## src/rtl/fir_out_stage.sv

```systemverilog
// FIR output stage: round-half-up, drop FRAC_SHIFT bits, saturate to OUT_W,
// then buffer in a small FIFO behind a valid/ready interface with a saturation counter.
module fir_out_stage #(
  parameter int IN_W       = 26,
  parameter int OUT_W      = 16,
  parameter int FRAC_SHIFT = 10,
  parameter int DEPTH      = 4
) (
  input  logic             clk,
  input  logic             rst,
  input  logic             in_valid,
  input  logic [IN_W-1:0]  in_data,
  output logic             in_ready,
  output logic             out_valid,
  output logic [OUT_W-1:0] out_data,
  input  logic             out_ready,
  input  logic             clr_cnt,
  output logic [15:0]      sat_count
);

  localparam int PW = (DEPTH > 1) ? $clog2(DEPTH) : 1;
  localparam int CW = PW + 1;
  localparam int RW = IN_W + 1;

  localparam logic signed [RW-1:0] SAT_HI = {{(RW-OUT_W+1){1'b0}}, {(OUT_W-1){1'b1}}};
  localparam logic signed [RW-1:0] SAT_LO = {{(RW-OUT_W+1){1'b1}}, {(OUT_W-1){1'b0}}};
  localparam logic signed [RW-1:0] HALF   = {{(RW-1){1'b0}}, 1'b1} << (FRAC_SHIFT-1);

  logic signed [RW-1:0] in_ext;
  logic signed [RW-1:0] sum_w;
  logic signed [RW-1:0] r_w;

  logic signed [RW-1:0] s1_r_reg;
  logic                 s1_valid_reg;
  logic                 run_reg;

  logic [OUT_W-1:0]     mem_reg [DEPTH];
  logic [PW-1:0]        wr_ptr_reg;
  logic [PW-1:0]        rd_ptr_reg;
  logic [CW-1:0]        count_reg;
  logic [CW-1:0]        count_next;
  logic [15:0]          sat_count_reg;

  logic                 accept;
  logic                 push;
  logic                 pop;
  logic                 sat_hi;
  logic                 sat_lo;
  logic                 sat_flag;
  logic [OUT_W-1:0]     wdata;
  logic [DEPTH-1:0]     we;

  // One extra bit of headroom so adding the rounding constant cannot overflow.
  assign in_ext = {in_data[IN_W-1], in_data};
  assign sum_w  = in_ext + HALF;
  assign r_w    = sum_w >>> FRAC_SHIFT;

  // Occupancy counts the sample held in S1, so a transfer always finds a free slot.
  assign in_ready  = run_reg && ((count_reg + CW'(s1_valid_reg)) < CW'(DEPTH));
  assign accept    = in_valid && in_ready;
  assign out_valid = (count_reg != '0);
  assign pop       = out_valid && out_ready;
  assign push      = s1_valid_reg;
  assign sat_count = sat_count_reg;

  always_comb begin
    sat_hi   = (s1_r_reg > SAT_HI);
    sat_lo   = (s1_r_reg < SAT_LO);
    sat_flag = sat_hi || sat_lo;
    wdata    = s1_r_reg[OUT_W-1:0];
    if (sat_hi) begin
      wdata = SAT_HI[OUT_W-1:0];
    end else if (sat_lo) begin
      wdata = SAT_LO[OUT_W-1:0];
    end
  end

  always_comb begin
    count_next = count_reg;
    if (push && !pop) begin
      count_next = count_reg + CW'(1);
    end else if (!push && pop) begin
      count_next = count_reg - CW'(1);
    end
  end

  always_ff @(posedge clk or negedge rst) begin
    if (!rst) begin
      run_reg       <= 1'b0;
      s1_valid_reg  <= 1'b0;
      s1_r_reg      <= '0;
      wr_ptr_reg    <= '0;
      rd_ptr_reg    <= '0;
      count_reg     <= '0;
      sat_count_reg <= '0;
    end else begin
      run_reg      <= 1'b1;
      s1_valid_reg <= accept;
      if (accept) begin
        s1_r_reg <= r_w;
      end
      if (push) begin
        wr_ptr_reg <= wr_ptr_reg + PW'(1);
      end
      if (pop) begin
        rd_ptr_reg <= rd_ptr_reg + PW'(1);
      end
      count_reg <= count_next;
      if (clr_cnt) begin
        sat_count_reg <= '0;
      end else if (push && sat_flag && (sat_count_reg != 16'hFFFF)) begin
        sat_count_reg <= sat_count_reg + 16'd1;
      end
    end
  end

  genvar gi;
  generate
    for (gi = 0; gi < DEPTH; gi++) begin : g_we
      assign we[gi] = push && (wr_ptr_reg == PW'(gi));
    end
  endgenerate

  // Storage needs no reset: out_data is gated by the occupancy count.
  always_ff @(posedge clk) begin
    for (int i = 0; i < DEPTH; i++) begin
      if (we[i]) begin
        mem_reg[i] <= wdata;
      end
    end
  end

  assign out_data = out_valid ? mem_reg[rd_ptr_reg] : '0;

endmodule

```

## config.mk

```make
export PLATFORM = sky130hd
export DESIGN_NAME = fir_out_stage
export DESIGN_NICKNAME = d
export VERILOG_FILES = /design/src/rtl/fir_out_stage.sv
export SDC_FILE = /design/constraint.sdc
export NUM_CORES = 1
export LEC_CHECK = 0
export ABC_AREA = 1
export BUFFER_PORTS_ARGS = -buffer_cell sky130_fd_sc_hd__buf_2
export CORE_ASPECT_RATIO = 1.4
export CORE_MARGIN = 1
export CORE_UTILIZATION = 45
export CTS_BUF_LIST = sky130_fd_sc_hd__clkbuf_4 sky130_fd_sc_hd__clkbuf_8 sky130_fd_sc_hd__clkbuf_16
export DETAILED_ROUTE_END_ITERATION = 6
export GPL_TIMING_DRIVEN = 0
export PLACE_DENSITY_LB_ADDON = 0.3
export SLEW_MARGIN = 15
export SYNTH_ARGS = -nofsm -noshare
export SYNTH_HDL_FRONTEND = slang
export SYNTH_SLANG_ARGS = --single-unit
```

## constraint.sdc

```tcl
create_clock -name clk -period 3.1 [get_ports clk]
set_clock_uncertainty 0.2 [all_clocks]
set_input_delay 0.155 -clock clk [delete_from_list [all_inputs] [get_ports clk]]
set_output_delay 0.155 -clock clk [all_outputs]
set_load 0.03 [all_outputs]
```

# Word-level counts from Yosys, hierarchy flattened
# Memory sizes are Yosys's and may differ from the RTL's.
# Cells that the tools add are included.
# op_classes
addsub,7
magnitude_cmp,3
eq_ne,4
muxes,24
reduce_logical,21
# ops
cell,n
2-to-1 mux 16 bit,8
OR reduction 16 bit,3
adder 26 x 11 -> 27 bit (second input constant),1
greater-than comparator 17 x 16 -> 1 bit (second input constant),1
< comparator 17 x 16 -> 1 bit (second input constant),1
adder 16 x 1 -> 16 bit (second input constant),1
inequality test 16 bit (second input constant),1
logical AND 1 bit,11
2-to-1 mux 1 bit,11
2-to-1 mux 2 bit,3
2-to-1 mux 3 bit,2
adder 2 x 1 -> 2 bit (second input constant),2
equality test 2 bit (second input constant),2
nonzero test 2 bit,2
adder 3 x 1 -> 3 bit,1
adder 3 x 1 -> 3 bit (second input constant),1
< comparator 3 bit (second input constant),1
nonzero test 3 bit,1
subtractor 3 x 1 -> 3 bit (second input constant),1
equality test 2 x 1 -> 1 bit (second input constant),1
zero test 1 bit,2
zero test 2 bit,1
logical OR 1 bit,1
# word_totals
register_bits,42
ram_bits,64
in_bits,31
out_inout_bits,34
memories,1
# mem_list
memory,words,width,rd,rd_clocked_by_memory_dff,wr,line_no,text
mem_reg,4,16,1,0,1,37,logic [OUT_W-1:0] mem_reg [DEPTH];

# Longest topological paths before layout
# Gate-level depths: netlist of the first run.
# depth
ltp_word,8
depth_mapped,10
ltp_nobuf,9

# Least setup slack after synthesis of the first run
# Ideal clock, no wire load.
# synth_path
kind,reg-to-reg
start,register count_reg[0]
end,register count_reg[2]
setup_ps,131
arrival_ps,1931
slack_ps,838
path_stages_with_launch,10
path_buffers,0
synth_period_minus_slack_ps,2262
path_cell_list,dfrtp_1 > nor3_2 > nor2_1 > inv_1 > ha_1 > inv_1 > fa_1 > a21oi_1 > o21ai_0 > xor2_1
# synth_between
elab_chain_cells,5
elab_cells_between_ends,10
# synth_lines
item,line_no,text
start: declaration,40,logic [CW-1:0] count_reg;
start signal: assignment,108,count_reg <= count_next;
"parallel branches: the longest is 5 deep, another holds subtractor 3 x 1 -> 3 bit",--,
# Parallel ways; which one is timed is not known. The select of a mux whose other input is x is not followed.
# A chain may end at the register's enable or synchronous reset.

# Worst setup path in the final report of the first run
# Ends and elaborated chain as after synthesis.

==> impl_metrics.json, run 1 <==
{
  "finalNetCount": 688,
  "ys_ff_latch": 106,
  "ctsRootBufferMaster": "clkbuf_16",
  "post-cts-setup-buffers": 0,
  "drt_iter0_markers": 174,
  "cp.required_ps": 3120,
  "pwr_density_cell_mw_per_mm2": 846,
  "syn_avg_cell_area_um2": 9.10,
  "max_slew.worst_pin.slew_ps": 978,
  "critPathCaptureType": "register",
  "slew_headroom_pct": 34.8,
  "grt.total_usage_pct": 20.8,
  "grt_max_degree": 43,
  "nFillCells": 978,
  "fin_total_pwr_w": 0.00511,
  "io_buffers": 55,
  "via_per_inst": 5.04,
  "via_count": 4009,
  "clock_sinks": 106,
  "synthesis.area_mm2": 0.00516,
  "drv_slew": 0,
  "power_switching_w": 0.00204,
  "yosysWarningCount": 0,
  "dpl.hpwl_um": 8120,
  "ctsLongestPathBuffers": 2,
  "dieHeight_um": 129,
  "grt_pass1_vias": 3894,
  "synth.distinct_cells": 32,
  "drcViolationCount": 0,
  "peakVddDrop_uv": 344,
  "die_area_mm2": 0.0119,
  "first_pass_iters": 4,
  "cts_tree": "yes",
  "clk_pin_slew_ps": 70,
  "p_clk_share_pct": 20.4,
  "synth_top_area_cell": "edfxtp_1",
  "cts_buffers": 9,
  "dieWidth_um": 92.5,
  "criticalPathCategory": "register to register",
  "grt_remaining_overflow": 0,
  "antenna_found_initial": 0,
  "multi_input_area_mm2": 0.00191,
  "design_area_mm2": 0.00604,
  "grt_first_pass_wirelength_um": 18800,
  "drive_gt1_share_pct": 13.5,
  "pwr-share-comb_pct": 39.2,
  "fmax_mhz": 366,
  "hold_path.class": "input port to register",
  "leakage_nw": 2.59,
  "diodes": 0,
  "crit_path_start_kind": "register",
  "synth_nets": 606,
  "final_hold_viol_count": 0,
  "avgRoutedWirePerCell_um": 14.4,
  "synthFlopType": "edfxtp_1",
  "cp_max_fo": 9,
  "core_region_area_mm2": 0.0110,
  "max_cap_violations": 0,
  "num_io_pins": 65,
  "largest_reg_flops": 64,
  "start_util_pct": 47.0,
  "tns_ps": 0,
  "synth_top_area_share_pct": 37.3,
  "crit_top_cell": "inv_1",
  "layout_common_cells": "131 x nand2_1, 98 x nor2_1, 64 x edfxtp_1",
  "gp_congestion": 0.839,
  "area.sequential_mm2": 0.00297,
  "ant_nets": 0,
  "path_cells": "nor3_2, nor2_1, inv_1, ha_1, inv_1, fa_1, a21oi_1, o21ai_0, xor2_1",
  "cts_max_level": 3,
  "ys_async_sr_fraction_pct": 39.6,
  "post_cts_resized": 0,
  "worstPathArrival_ps": 2760,
  "synth_edf_count": 64,
  "seq_area_frac_synth_pct": 57.6,
  "setup_viol": 0,
  "p_int_w": 0.00307,
  "fin_crit_sh_pct": 88.1,
  "rsz0062_at_grt": "no",
  "wirelength_um": 11400,
  "swShare_pct": 40.0,
  "slowest_delay_ps": 620,
  "fin_crit_ps": 2730,
  "dpl_cell_area_mm2": 0.00561,
  "areaGrowthSynthToFinish_pct": 17.1,
  "clk_latency_ps": 340,
  "layout_commonest_cell": "nand2_1",
  "cpMaxStageDelayCell": "nor3_2",
  "power.sequential.fraction_pct": 40.5,
  "core.rowCount": 45,
  "synthTopCellsByArea": "edfxtp_1 37%, dfrtp_1 20%, nand2_1 9.5%, nor2_1 7.1%, o21ai_0 4.6%",
  "status": "complete, no violations",
  "netlist_instances": 567
}
cells in the mapped netlist (2+ instances only):
library cell	instances
nor2_1	98
buf_2	2
nor2_4	3
o21bai_1	3
buf_6	2
nand3b_1	3
xor2_1	10
xnor2_1	8
edfxtp_1	64
nand2_1	131
o21ai_0	47
nor2_2	2
dfrtp_1	42
buf_4	2
nor3_1	3
inv_1	46
a21oi_1	27
clkbuf_1	13
ha_1	7
nand4_1	18
or2_2	3
nand3_1	23
area by class of cell:
cell class,instances,share of cell area [%]
tap,141,2.92
sequential,106,49.2
timing repair buffer,71,7.21
buffer,20,1.66
clock inverter,7,0.746
inverter,48,2.98
clock buffer,9,3.73
multi-input combinational,393,31.5
kinds of logic after synthesis:
family	share of synthesized area, %
AND/OR/NAND/NOR	23.9
flip-flops	57.6
AO/OA/AOI/OAI	7.62
buffers and inverters	5.43
XOR/XNOR	3.06
adder cells (fa/ha/maj)	2.09
other	0.0727
multiplexers	0.218
routing by layer:
metal / GRT usage [%] / wire (µm) / vias to the layer above
li1: - / - / 2024
met3: 3.78 / 422 / 16
met5: 0 / 0 / -
met2: 39.0 / 6230 / 106
met4: 8.55 / 224 / 0
met1: 22.7 / 4540 / 1863
power by group through the flow:
stage | Sequential (W) | Combinational [W] | Clock, W
floorplan | 0.00207 | 0.00142 | 0
global placement | 0.00209 | 0.00194 | 0
detailed placement | 0.00210 | 0.00200 | 0
CTS | 0.00207 | 0.00203 | 0.00105
global route | 0.00210 | 0.00224 | 0.00111
finish | 0.00207 | 0.00200 | 0.00104
worst paths after layout:
check | from | endpoint | slack, ps | depth (start not counted)
max | count_reg[0]$_DFFE_PN0P_ | count_reg[2]$_DFFE_PN0P_ | 370 | 9
min | in_data[11] | s1_r_reg[1]$_DFFE_PN0P_ | 10 | 4
max reg2reg | count_reg[0]$_DFFE_PN0P_ | count_reg[2]$_DFFE_PN0P_ | 370 | 9
min reg2reg | s1_r_reg[6]$_DFFE_PN0P_ | s1_r_reg[6]$_DFFE_PN0P_ | 270 | 2
max in group asynchronous | rst | sat_count[15]$_DFFE_PN0P_ | 1790 | 2
min in group asynchronous | rst | s1_r_reg[8]$_DFFE_PN0P_ | 310 | 2
metrics by stage:
stage / hold slack [ps] / instances / worst slack (ps) / util, %
6_report: 13.9 / 795 / 368 / 55.0
3_5_place_dp: 175 / 763 / 348 / 51.1
4_1_cts: 3.21 / 795 / 318 / 55.0
2_1_floorplan: -341 / 567 / 838 / -
5_1_grt: 31.7 / 795 / 122 / 55.0
3_3_place_gp: 161 / 763 / 406 / 51.1
worst max-delay path, delay by kind of cell, from the launching register on:
| family | cells | cell delay [ps] |
|---|---|---|
| AND/OR/NAND/NOR | 2 | 860 |
| buffers and inverters | 2 | 170 |
| AO/OA/AOI/OAI | 2 | 250 |
| flip-flops | 1 | 460 |
| XOR/XNOR | 1 | 150 |
| adder cells (fa/ha/maj) | 2 | 530 |
what timing repair did:
item	in CTS	in global routing
endpoints found under the setup margin	0	0
endpoints found under the hold margin	62	0
hold buffers	16	0
Note: power is estimated with default switching activity, not from simulation.
==> inputs of run 2 (changes only) <==
==> constraint.sdc (replaced) <==
create_clock -name clk -period 3.3 [get_ports clk]
set_clock_uncertainty 0.2 [all_clocks]
set_input_delay 0.165 -clock clk [delete_from_list [all_inputs] [get_ports clk]]
set_output_delay 0.165 -clock clk [all_outputs]
set_load 0.03 [all_outputs]
==> run 2 against run 1 <==
  * Flip-flop and latch count did not move
  * Critical path depth did not move
  * Register-to-register slack improved by 200 ps
  * Sequential power fell by 6%
  * Critical path type unchanged
==> impl_metrics.json, run 2 (same netlist as run 1, synthesis figures left out) <==
{
  "core.rowCount": 45,
  "tns_ps": 0,
  "cts_tree": "yes",
  "grt_first_pass_wirelength_um": 18700,
  "layout_common_cells": "131 x nand2_1, 98 x nor2_1, 64 x edfxtp_1",
  "fin_crit_ps": 2740,
  "core_region_area_mm2": 0.0110,
  "critPathCaptureType": "register",
  "cp.required_ps": 3320,
  "avgRoutedWirePerCell_um": 14.4,
  "areaGrowthSynthToFinish_pct": 16.5,
  "pwr_density_cell_mw_per_mm2": 799,
  "rsz0062_at_grt": "no",
  "peakVddDrop_uv": 326,
  "grt_max_degree": 43,
  "dieWidth_um": 92.5,
  "cp_max_fo": 9,
  "layout_commonest_cell": "nand2_1",
  "max_cap_violations": 0,
  "largest_reg_flops": 64,
  "finalNetCount": 685,
  "status": "complete, no violations",
  "ctsLongestPathBuffers": 2,
  "worstPathArrival_ps": 2760,
  "ctsRootBufferMaster": "clkbuf_16",
  "drt_iter0_markers": 177,
  "crit_path_start_kind": "register",
  "clock_sinks": 106,
  "dieHeight_um": 129,
  "max_slew.worst_pin.slew_ps": 983,
  "drv_slew": 0,
  "drive_gt1_share_pct": 13.5,
  "fmax_mhz": 366,
  "clk_latency_ps": 340,
  "start_util_pct": 47.0,
  "slew_headroom_pct": 34.4,
  "final_hold_viol_count": 0,
  "antenna_found_initial": 0,
  "grt_pass1_vias": 3883,
  "setup_viol": 0,
  "cts_max_level": 3,
  "fin_crit_sh_pct": 82.9,
  "leakage_nw": 2.57,
  "post-cts-setup-buffers": 0,
  "wirelength_um": 11400,
  "via_count": 4008,
  "criticalPathCategory": "register to register",
  "clk_pin_slew_ps": 70,
  "dpl.hpwl_um": 8120,
  "grt_remaining_overflow": 0,
  "grt.total_usage_pct": 20.7,
  "num_io_pins": 65,
  "first_pass_iters": 4,
  "final_core_util_pct": 54.7,
  "diodes": 0,
  "hold_path.class": "input port to register",
  "die_area_mm2": 0.0119,
  "drcViolationCount": 0,
  "gp_congestion": 0.839,
  "ant_nets": 0,
  "via_per_inst": 5.06,
  "whs_ps": 4.10,
  "io_buffers": 55,
  "cts_buffers": 9
}
-- run 2: changes by cell type in the layout (fill, tap and decap cells not counted), sizes merged --
cell / previous run / this run
dlygate4sd3: 16 / 13
-- run 2: stage by stage --
stage	setup slack [ps]	total power, W	cells	area, µm²
global route	322	0.00512	792	6010
detailed placement	548	0.00385	763	5610
CTS	518	0.00484	792	6010
finish	565	0.00480	792	6010
floorplan	1040	0.00328	567	5160
global placement	606	0.00379	763	5610
-- run 2: path summary, 6_finish.rpt --
path                                           from                        end  slack [ps]  cells past startpoint
max                        count_reg[0]$_DFFE_PN0P_   count_reg[2]$_DFFE_PN0P_         560                      9
min reg2reg                 s1_r_reg[6]$_DFFE_PN0P_    s1_r_reg[6]$_DFFE_PN0P_         270                      2
min in group asynchronous                       rst    s1_r_reg[8]$_DFFE_PN0P_         320                      2
max reg2reg                count_reg[0]$_DFFE_PN0P_   count_reg[2]$_DFFE_PN0P_         560                      9
max in group asynchronous                       rst  sat_count[15]$_DFFE_PN0P_        1970                      2
min                                     in_data[13]    s1_r_reg[3]$_DFFE_PN0P_           4                      4
-- run 2: worst max-delay path, cell delays in order (launching register included) --
cell     delay [ps]
dfrtp_1         460
nor3_2          620
nor2_1          240
inv_1           110
ha_1            150
inv_1            60
fa_1            380
a21oi_1         140
o21ai_0         110
xor2_1          150
-- run 2: repair_timing --
| item | in CTS | in global routing |
|---|---|---|
| hold buffers | 13 | 0 |
| gates resized for setup | 0 | 0 |
| endpoints found under the hold margin | 59 | 0 |
-- run 2: power by group --
part | internal, W | total, W | switching, W
combinational | 0.000535 | 0.00188 | 0.00135
clock | 0.000509 | 0.000977 | 0.000468
sequential | 0.00183 | 0.00194 | 0.000108
-- run 2: cell type report --
class / count / area (µm²)
Clock inverter: 7 / 45.0
Sequential cell: 106 / 2970
Fill cell: 980 / 4970
Inverter: 48 / 180
Clock buffer: 9 / 225
Buffer: 20 / 100
Multi-Input combinational cell: 393 / 1910
Timing Repair Buffer: 68 / 405
Tap cell: 141 / 176
-- run 2: routing by layer --
| layer | routed length, µm | vias to the layer above | global-route usage (%) |
|---|---|---|---|
| met4 | 225 | 0 | 8.36 |
| li1 | - | 2019 | - |
| met3 | 390 | 16 | 3.78 |
| met2 | 6180 | 100 | 38.9 |
| met1 | 4620 | 1873 | 22.7 |
| met5 | 0 | - | 0 |
